==> config.mk <==
export PLATFORM = sky130hd
export DESIGN_NAME = alu_issue_queue
export DESIGN_NICKNAME = d
export VERILOG_FILES = /design/src/rtl/alu_issue_queue.sv
export SDC_FILE = /design/constraint.sdc
export NUM_CORES = 1
export LEC_CHECK = 0
export ABC_AREA = 1
export CAP_MARGIN = 20
export CORE_MARGIN = 8
export CORE_UTILIZATION = 40
export CTS_BUF_LIST = sky130_fd_sc_hd__clkbuf_4 sky130_fd_sc_hd__clkbuf_8
export DETAILED_ROUTE_END_ITERATION = 6
export GPL_TIMING_DRIVEN = 1
export PLACE_DENSITY = 0.63
export SYNTH_ARGS = -nofsm -noshare
export SYNTH_HDL_FRONTEND = slang
export SYNTH_SLANG_ARGS = --single-unit
==> constraint.sdc <==
create_clock -name CLK -period 3.9 [get_ports CLK]
set_clock_uncertainty 0.15 [all_clocks]
set_input_delay 0.78 -clock CLK [delete_from_list [all_inputs] [get_ports CLK]]
set_output_delay 0.78 -clock CLK [all_outputs]
set_load 0.005 [all_outputs]
==> src/rtl/alu_issue_queue.sv <==
`default_nettype none
// ============================================================================
// Module      : alu_issue_queue
// Description : Issue stage in front of the ALU. It buffers operand/command
//               words from a valid/ready producer in a small FIFO and issues
//               one word per slot with CE/INP_VALID. It stalls for multiply
//               latency and pulses RES_EXP when an ALU result is due.
// Options     : define ALU_ISSUE_CNT_EN to build the 16-bit issued-op counter;
//               with the macro undefined, ISSUE_CNT is tied to zero.
// Revision    : 1.0 - initial release
// ============================================================================
module alu_issue_queue #(
    parameter int DW        = 8,
    parameter int CW        = 4,
    parameter int DEPTH     = 4,
    parameter int ALU_LAT   = 1,
    parameter int MUL_LAT   = 2,
    parameter int MUL_CMD_A = 9,
    parameter int MUL_CMD_B = 10
) (
    input  logic                   CLK,
    input  logic                   RST,
    input  logic                   IN_VALID,
    output logic                   IN_READY,
    input  logic [DW-1:0]          IN_OPA,
    input  logic [DW-1:0]          IN_OPB,
    input  logic [CW-1:0]          IN_CMD,
    input  logic                   IN_MODE,
    input  logic                   IN_CIN,
    input  logic [1:0]             IN_INP_VALID,
    input  logic                   HOLD,
    input  logic                   FLUSH,
    output logic [DW-1:0]          OPA,
    output logic [DW-1:0]          OPB,
    output logic [CW-1:0]          CMD,
    output logic                   MODE,
    output logic                   CIN,
    output logic [1:0]             INP_VALID,
    output logic                   CE,
    output logic                   RES_EXP,
    output logic [$clog2(DEPTH):0] COUNT,
    output logic [15:0]            ISSUE_CNT
);

    localparam int AW    = $clog2(DEPTH);
    localparam int CNTW  = AW + 1;
    // The wait counter only has to hold MUL_LAT-2 (extra CE cycles minus one).
    localparam int WAITW = (MUL_LAT > 2) ? $clog2(MUL_LAT - 1) : 1;

    localparam logic [CNTW-1:0]  FULL_CNT  = CNTW'(DEPTH);
    localparam logic [CW-1:0]    MUL_A     = CW'(MUL_CMD_A);
    localparam logic [CW-1:0]    MUL_B     = CW'(MUL_CMD_B);
    localparam logic [WAITW-1:0] WAIT_INIT = WAITW'(MUL_LAT - 2);

    typedef struct packed {
        logic [DW-1:0] opa;
        logic [DW-1:0] opb;
        logic [CW-1:0] cmd;
        logic          mode;
        logic          cin;
        logic [1:0]    iv;
    } word_t;

    typedef enum logic [0:0] {
        S_IDLE     = 1'b0,
        S_MUL_WAIT = 1'b1
    } state_t;

    // FIFO state
    word_t           mem_q [DEPTH];
    word_t           mem_d [DEPTH];
    logic [AW-1:0]   wr_ptr_q, wr_ptr_d;
    logic [AW-1:0]   rd_ptr_q, rd_ptr_d;
    logic [CNTW-1:0] count_q, count_d;
    logic            ready_q, ready_d;

    // Issue FSM and registered ALU-facing outputs
    state_t          state_q, state_d;
    logic [WAITW-1:0] wait_q, wait_d;
    word_t           out_q, out_d;
    logic            ce_q, ce_d;
    logic [1:0]      inp_valid_q, inp_valid_d;

    // Result-due pipeline
    logic [MUL_LAT-1:0] res_sr_q, res_sr_d;
    logic               res_exp_q, res_exp_d;

    word_t in_word;
    word_t head;
    logic  head_is_mul;
    logic  fifo_empty;
    logic  do_push;
    logic  do_issue;

    assign in_word     = {IN_OPA, IN_OPB, IN_CMD, IN_MODE, IN_CIN, IN_INP_VALID};
    assign head        = mem_q[rd_ptr_q];
    assign head_is_mul = head.mode && ((head.cmd == MUL_A) || (head.cmd == MUL_B));
    assign fifo_empty  = (count_q == '0);

    // Readiness comes from the registered full flag, so a pop while full never
    // admits a push in the same cycle. FLUSH beats both push and issue.
    assign do_push  = IN_VALID && ready_q && !FLUSH;
    assign do_issue = (state_q == S_IDLE) && !fifo_empty && !HOLD && !FLUSH;

    // FIFO write/read pointers, occupancy and next-cycle readiness
    always_comb begin
        mem_d    = mem_q;
        wr_ptr_d = wr_ptr_q;
        rd_ptr_d = rd_ptr_q;
        count_d  = count_q;
        if (FLUSH) begin
            wr_ptr_d = '0;
            rd_ptr_d = '0;
            count_d  = '0;
        end else begin
            if (do_push) begin
                mem_d[wr_ptr_q] = in_word;
                wr_ptr_d        = wr_ptr_q + AW'(1);
            end
            if (do_issue) begin
                rd_ptr_d = rd_ptr_q + AW'(1);
            end
            case ({do_push, do_issue})
                2'b10:   count_d = count_q + CNTW'(1);
                2'b01:   count_d = count_q - CNTW'(1);
                default: count_d = count_q;
            endcase
        end
        ready_d = (count_d != FULL_CNT);
    end

    // Issue FSM: loads the head word on issue, holds CE through multiply wait
    always_comb begin
        state_d     = state_q;
        wait_d      = wait_q;
        out_d       = out_q;
        ce_d        = 1'b0;
        inp_valid_d = 2'b00;
        if (FLUSH) begin
            state_d = S_IDLE;
            wait_d  = '0;
        end else if (do_issue) begin
            out_d       = head;
            ce_d        = 1'b1;
            inp_valid_d = head.iv;
            if (head_is_mul) begin
                state_d = S_MUL_WAIT;
                wait_d  = WAIT_INIT;
            end
        end else if (state_q == S_MUL_WAIT) begin
            // Operands stay put and CE stays high while the multiplier works.
            ce_d        = 1'b1;
            inp_valid_d = out_q.iv;
            if (wait_q == '0) begin
                state_d = S_IDLE;
            end else begin
                wait_d = wait_q - WAITW'(1);
            end
        end
    end

    // Result-due shift register: an issue drops a token that reaches RES_EXP
    // exactly ALU_LAT or MUL_LAT cycles after the issue cycle.
    always_comb begin
        res_sr_d  = res_sr_q >> 1;
        res_exp_d = res_sr_q[0];
        if (FLUSH) begin
            res_sr_d  = '0;
            res_exp_d = 1'b0;
        end else if (do_issue) begin
            if (head_is_mul) begin
                res_sr_d[MUL_LAT-1] = 1'b1;
            end else begin
                res_sr_d[ALU_LAT-1] = 1'b1;
            end
        end
    end

    // State registers; reset returns every output to zero immediately
    always_ff @(posedge CLK or negedge RST) begin
        if (!RST) begin
            for (int i = 0; i < DEPTH; i++) begin
                mem_q[i] <= '0;
            end
            wr_ptr_q    <= '0;
            rd_ptr_q    <= '0;
            count_q     <= '0;
            ready_q     <= 1'b0;
            state_q     <= S_IDLE;
            wait_q      <= '0;
            out_q       <= '0;
            ce_q        <= 1'b0;
            inp_valid_q <= 2'b00;
            res_sr_q    <= '0;
            res_exp_q   <= 1'b0;
        end else begin
            mem_q       <= mem_d;
            wr_ptr_q    <= wr_ptr_d;
            rd_ptr_q    <= rd_ptr_d;
            count_q     <= count_d;
            ready_q     <= ready_d;
            state_q     <= state_d;
            wait_q      <= wait_d;
            out_q       <= out_d;
            ce_q        <= ce_d;
            inp_valid_q <= inp_valid_d;
            res_sr_q    <= res_sr_d;
            res_exp_q   <= res_exp_d;
        end
    end

`ifdef ALU_ISSUE_CNT_EN
    logic [15:0] issue_cnt_q, issue_cnt_d;

    // Issued-op counter, wraps naturally at 16 bits
    always_comb begin
        issue_cnt_d = issue_cnt_q;
        if (FLUSH) begin
            issue_cnt_d = '0;
        end else if (do_issue) begin
            issue_cnt_d = issue_cnt_q + 16'd1;
        end
    end

    // Issued-op counter register
    always_ff @(posedge CLK or negedge RST) begin
        if (!RST) begin
            issue_cnt_q <= '0;
        end else begin
            issue_cnt_q <= issue_cnt_d;
        end
    end

    assign ISSUE_CNT = issue_cnt_q;
`else
    assign ISSUE_CNT = 16'h0000;
`endif

    assign IN_READY  = ready_q;
    assign COUNT     = count_q;
    assign OPA       = out_q.opa;
    assign OPB       = out_q.opb;
    assign CMD       = out_q.cmd;
    assign MODE      = out_q.mode;
    assign CIN       = out_q.cin;
    assign INP_VALID = inp_valid_q;
    assign CE        = ce_q;
    assign RES_EXP   = res_exp_q;

endmodule
`default_nettype wire
## Word level (Yosys, flattened, before mapping)

Cells that the tools add are included.

| word-level totals | value |
|---|---|
| bits in registers | 136 |
| input bits | 29 |
| output and inout bits | 46 |
| logic and storage cells | 109 |

| cells by class | value |
|---|---|
| $add $sub $neg | 5 |
| magnitude comparators | 3 |
| equality and inequality tests | 6 |
| mux-type cells | 33 |
| bitwise gates (word level) | 4 |
| reduce and logical (&&, ||, !) cells | 18 |

Operators with widths:

| kind | count |
|---|---|
| 96-bit bitwise mux | 1 |
| 24-bit two-way mux | 3 |
| 24-bit binary-select mux with 2-bit select | 1 |
| 24-bit demux with 2-bit select | 1 |
| 2-bit two-way mux | 9 |
| 1-bit two-way mux | 16 |
| 4-bit equality test (second input constant) | 2 |
| 1-bit logical AND | 7 |
| 3-bit greater-or-equal comparator (second input constant) | 2 |
| 3-bit != test (second input constant) | 2 |
| 2-bit inverter with 3-bit output | 2 |
| 3-bit one-hot mux with 2 select lines | 1 |
| 2-bit AND reduction | 3 |
| 2-bit by 1-bit adder with 2-bit output (second input constant) | 2 |
| 2-bit nonzero test | 2 |
| 3-bit by 1-bit adder with 3-bit output (second input constant) | 1 |
| 1-bit zero test | 3 |
| 3-bit zero test | 1 |
| 3-bit by 1-bit < comparator with 1-bit output (second input constant) | 1 |
| 3-bit two-way mux | 1 |
| 3-bit nonzero test | 1 |
| 3-bit by 1-bit subtractor with 3-bit output (second input constant) | 1 |
| 2-bit by 1-bit equality test with 1-bit output (second input constant) | 1 |
| 2-bit equality test (second input constant) | 1 |
| other kinds (3) | 4 |

## Logic depth before layout (Yosys ltp)

| logic depth | value |
|---|---|
| depth after elaboration | 10 |
| mapped depth | 13 |
| gate-level depth less buffers | 12 |

## Least setup slack after synthesis

OpenSTA, ideal clock, no wires.

| timing | value |
|---|---|
| kind | input to register |
| start point | input HOLD |
| end point | register ready_q, in the netlist IN_READY |
| library setup time | 0.130 ns |
| data arrival time | 2.335 ns |
| required time | 3.620 ns |
| path slack | 1.285 ns |
| stages | 10 |
| cell sequence | nor2_1 > nand2_1 > nor2_1 > clkbuf_1 > ha_1 > fa_1 > nor2_1 > nor3_1 > inv_1 > nand3_1 |

| on the way | value |
|---|---|
| longest elaborated chain between the ends | 7 |
| elaborated cells between the ends (all ways) | 8 |
| those cells by class | 3 x eq/ne; 2 x mux; 3 x reduce/logical |

Ends and longest elaborated chain:

| element | line | RTL |
|---|---|---|
| start: declaration | 31 | `input logic HOLD,` |
| 1-bit zero test * | 103 | `assign do_issue = (state_q == S_IDLE) && !fifo_empty && !HOLD && !FLUSH;` |
| 1-bit logical AND * (2 in series) | 103 |  |
| 2-bit by 1-bit equality test with 1-bit output or 2-bit equality test (tied branches) | 123 | `case ({do_push, do_issue})` |
| 3-bit one-hot mux with 2 select lines * | 123 |  |
| 3-bit two-way mux * | 111 | `if (FLUSH) begin` |
| named net count_d[1] | 74 | `logic [CNTW-1:0] count_q, count_d;` |
| 3-bit != test * | 129 | `ready_d = (count_d != FULL_CNT);` |
| named net ready_d | 75 | `logic ready_q, ready_d;` |
| end signal: assignment | 201 | `ready_q <= ready_d;` |
| end: declaration | 75 |  |

Mark *: on every way through the listed nets, which the timed path passes. The rest lies on a longest branch.
A chain may end at the register's enable or synchronous reset.

## Worst setup path in the final report

| timing | value |
|---|---|
| start point | input FLUSH |
| end point | register ready_q, in the netlist IN_READY |

| on the way | value |
|---|---|
| longest elaborated chain between the ends | 6 |
| elaborated cells between the ends (all ways) | 8 |
| those cells by class | 3 x eq/ne; 2 x mux; 3 x reduce/logical |

Ends and longest elaborated chain:

| element | line | RTL |
|---|---|---|
| start: declaration | 32 | `input logic FLUSH,` |
| 1-bit zero test | 102, 103 |  |
| 1-bit logical AND (on tied branches) | 103, 102 |  |
| 2-bit by 1-bit equality test with 1-bit output or 2-bit equality test (tied branches) | 123 |  |
| 3-bit one-hot mux with 2 select lines | 123 |  |
| 3-bit two-way mux * | 111 |  |
| named net count_d[2] | 74 |  |
| 3-bit != test * | 129 |  |
| named net ready_d | 75 |  |

Marked as above.

==> results.py <==
metrics = {
    "run_status": {
        "run_status": "finished, final reports clean",
    },
    "global_route": {
        "grt_overflow": 0,
        "grt_pass1_vias": 4829,
        "antenna_found_initial": 0,
        "grt.total_usage": 0.1529,
        "grt_pass1_wl_um": 23730,
        "grt_max_degree": 64,
    },
    "synth": {
        "synth_top_family_by_area": "simple AND/OR/NAND/NOR gates",
        "synth.yosys.seq_area_share": 0.5569,
        "synth-xor-area-share": 0.001444,
        "synth-compound-area-share": 0.1409,
        "syn-cell-area_um2": 6066,
        "ys_types": 21,
        "synthAdderAreaFrac": 0.01361,
        "yosys.area_share.simple": 0.1807,
        "synth_cells": 715,
        "syn_avg_cell_area_um2": 8.484,
        "synth_mux_area_frac": 0,
        "synth-seq-cells": 135,
        "synth_warnings": 0,
    },
    "worst_setup_path": {
        "rr_worst_depth": 8,
        "worstSetupPathType": "in -> reg",
        "crit_arrival_ns": 3.05,
        "required_ns": 4.06,
        "r2r_start": "rd_ptr_q[1]$_DFFE_PN0P_",
        "cp-start-kind": "input pin",
        "worstPathMaxFanout": 8,
        "crit_start": "FLUSH",
        "end_kind": "register",
    },
    "timing": {
        "tns_ns": 0,
        "final_hold_viol_count": 0,
        "setup_viol": 0,
        "min_period_over_period": 0.7405,
        "slew_viol_final": 0,
        "worst_slew_pin_slew_ns": 0.9421,
        "rsz0062_at_grt": "false",
        "maxSlewHeadroom": 0.3680,
        "clock.fmax_mhz": 346.3,
        "fin_crit_ns": 2.888,
    },
    "drt": {
        "drtIter0Drc": 340,
        "via_count": 4746,
        "finalWirelength_um": 14130,
        "drt_first_pass_iters": 4,
        "wire_per_inst_um": 15.00,
        "drc": 0,
        "avgViaCountPerCell": 5.038,
        "ant_nets": 0,
    },
    "clocking": {
        "cts-root-buf": "clkbuf_8",
        "clkSlewWorstSetupHoldPaths_ns": 0.07,
        "cts_max_path_buffers": 2,
        "htree_levels": 4,
        "cts_made_buffers": 17,
        "insertion_delay_ns": 0.44,
        "post-cts-setup-buffer-count": 0,
        "holdBufCountCts": 0,
        "cts.repair.resized": 0,
        "cts_num_sinks": 135,
        "tritoncts": "built",
    },
    "finish": {
        "final_cell_mix": "nand2_1, dfrtp_1, o21ai_0",
        "fillCellCount": 1444,
        "drive_gt1_frac": 0.06101,
        "synthToLayoutAreaGrowth_pct": 15.26,
        "final_common_cell": "nand2_1",
        "fin_nets": 779,
        "n_antenna_cell": 0,
    },
    "placed_design": {
        "port_buffers": 58,
        "place.gp.congestion": 0.7455,
        "dpl.hpwl_um": 8625,
    },
    "floorplan": {
        "start_util": 0.4035,
        "dieArea_um2": 19360,
        "rows": 45,
        "chipHeight_um": 139.1,
        "ios": 75,
        "core_area_um2": 15030,
        "die_width_um": 139.1,
    },
    "pwr": {
        "p_leak_nw": 3.434,
        "power.density_nw_per_um2": 596.1,
        "vdd_drop_max_uv": 240.6,
        "total_power_mw": 4.168,
    },
    "hold_path": {
        "min_path_type": "in -> async",
    },
    "run": {
        "cap_violations": 0,
    },
}
-- final timing paths --
kind | end | slack, ns
setup / recovery | IN_READY$_DFF_PN0_ | 1.01
min in group CLK | res_sr_q[0]$_DFF_PN0_ | 0.32
setup reg to reg | res_sr_q[0]$_DFF_PN0_ | 1.33
hold / removal | COUNT[2]$_DFF_PN0_ | 0.27
hold reg to reg | res_sr_q[0]$_DFF_PN0_ | 0.32
max in group asynchronous | OPA[1]$_DFFE_PN0P_ | 2.44
-- critical path: stages --
cell,delay (ns)
clkdlybuf4s50_1,0.60
nor3_4,0.36
inv_1,0.07
ha_1,0.22
fa_1,0.40
nor2_1,0.13
nor2_1,0.05
nand2_1,0.08
o21ai_0,0.07
a21oi_1,0.18
nand3_1,0.10
-- routing by layer --
metal  GRT usage  up-vias  part of all wire
li1            -     2283                 -
met2      0.2485      134              0.48
met5           0        -                 0
met4     0.06181        0             0.013
met3     0.04441       14             0.056
met1      0.1876     2315              0.45
-- where the power goes --
part	switching, mW	internal (mW)	leakage, nW
Combinational	0.497	0.475	1.48
Clock	0.492	0.672	0.209
Sequential	0.225	1.81	1.74
-- cell usage after synthesis (all sizes together) --
cell    count  area share
a21oi       1     0.00082
dfrtp     135        0.56
a21boi      2      0.0025
o22ai      19       0.020
clkbuf     20       0.012
o21ai     143        0.12
nand2     213        0.13
inv        45       0.028
conb        1     0.00062
fa          1      0.0033
xor2        1      0.0014
clkinv      1     0.00062
buf        57       0.065
ha          5       0.010
nor2       56       0.035
nor3        3      0.0043
nand3      12      0.0099
-- stage by stage --
stage / hold slack [ns] / cell area, µm² / setup slack [ns] / util / std cells
global route: 0.3254 / 6992 / 0.7770 / 0.4651 / 942
global placement: 0.2859 / 6566 / 0.7074 / 0.4368 / 912
finish: 0.2719 / 6992 / 1.012 / 0.4651 / 942
floorplan: 0.2753 / 6122 / 1.285 / - / 730
CTS: 0.2749 / 6964 / 1.028 / 0.4633 / 941
detailed placement: 0.2838 / 6566 / 0.5513 / 0.4368 / 912
-- registers in the layout (all words and copies together), names as in the netlist, 2 cells and up --
signal	cells
mem_q	96
COUNT	3
res_sr_q	2
out_q	2
rd_ptr_q	2
OPA	8
CMD	4
INP_VALID	2
OPB	8
wr_ptr_q	2
-- area by class of cell --
cell class                 count  area [µm²]  share of cell area
sequential                   135        3378              0.4832
multi-input combinational    472        2105              0.3010
timing repair buffer          72       703.2              0.1006
clock buffer                  26       332.8             0.04760
tap                          188       235.2             0.03364
inverter                      46       172.7             0.02470
clock inverter                 3       65.06            0.009306
-- cells by family (layout without fill, tap and decap cells) --
kind of cell | after synthesis | in the layout
flip-flops | 135 | 135
other | 1 | 16
AND/OR/NAND/NOR | 284 | 284
XOR/XNOR | 1 | 1
buffers and inverters | 123 | 147
AO/OA/AOI/OAI | 165 | 165
adder cells (fa/ha/maj) | 6 | 6
Power figures use the tool's default switching activity.
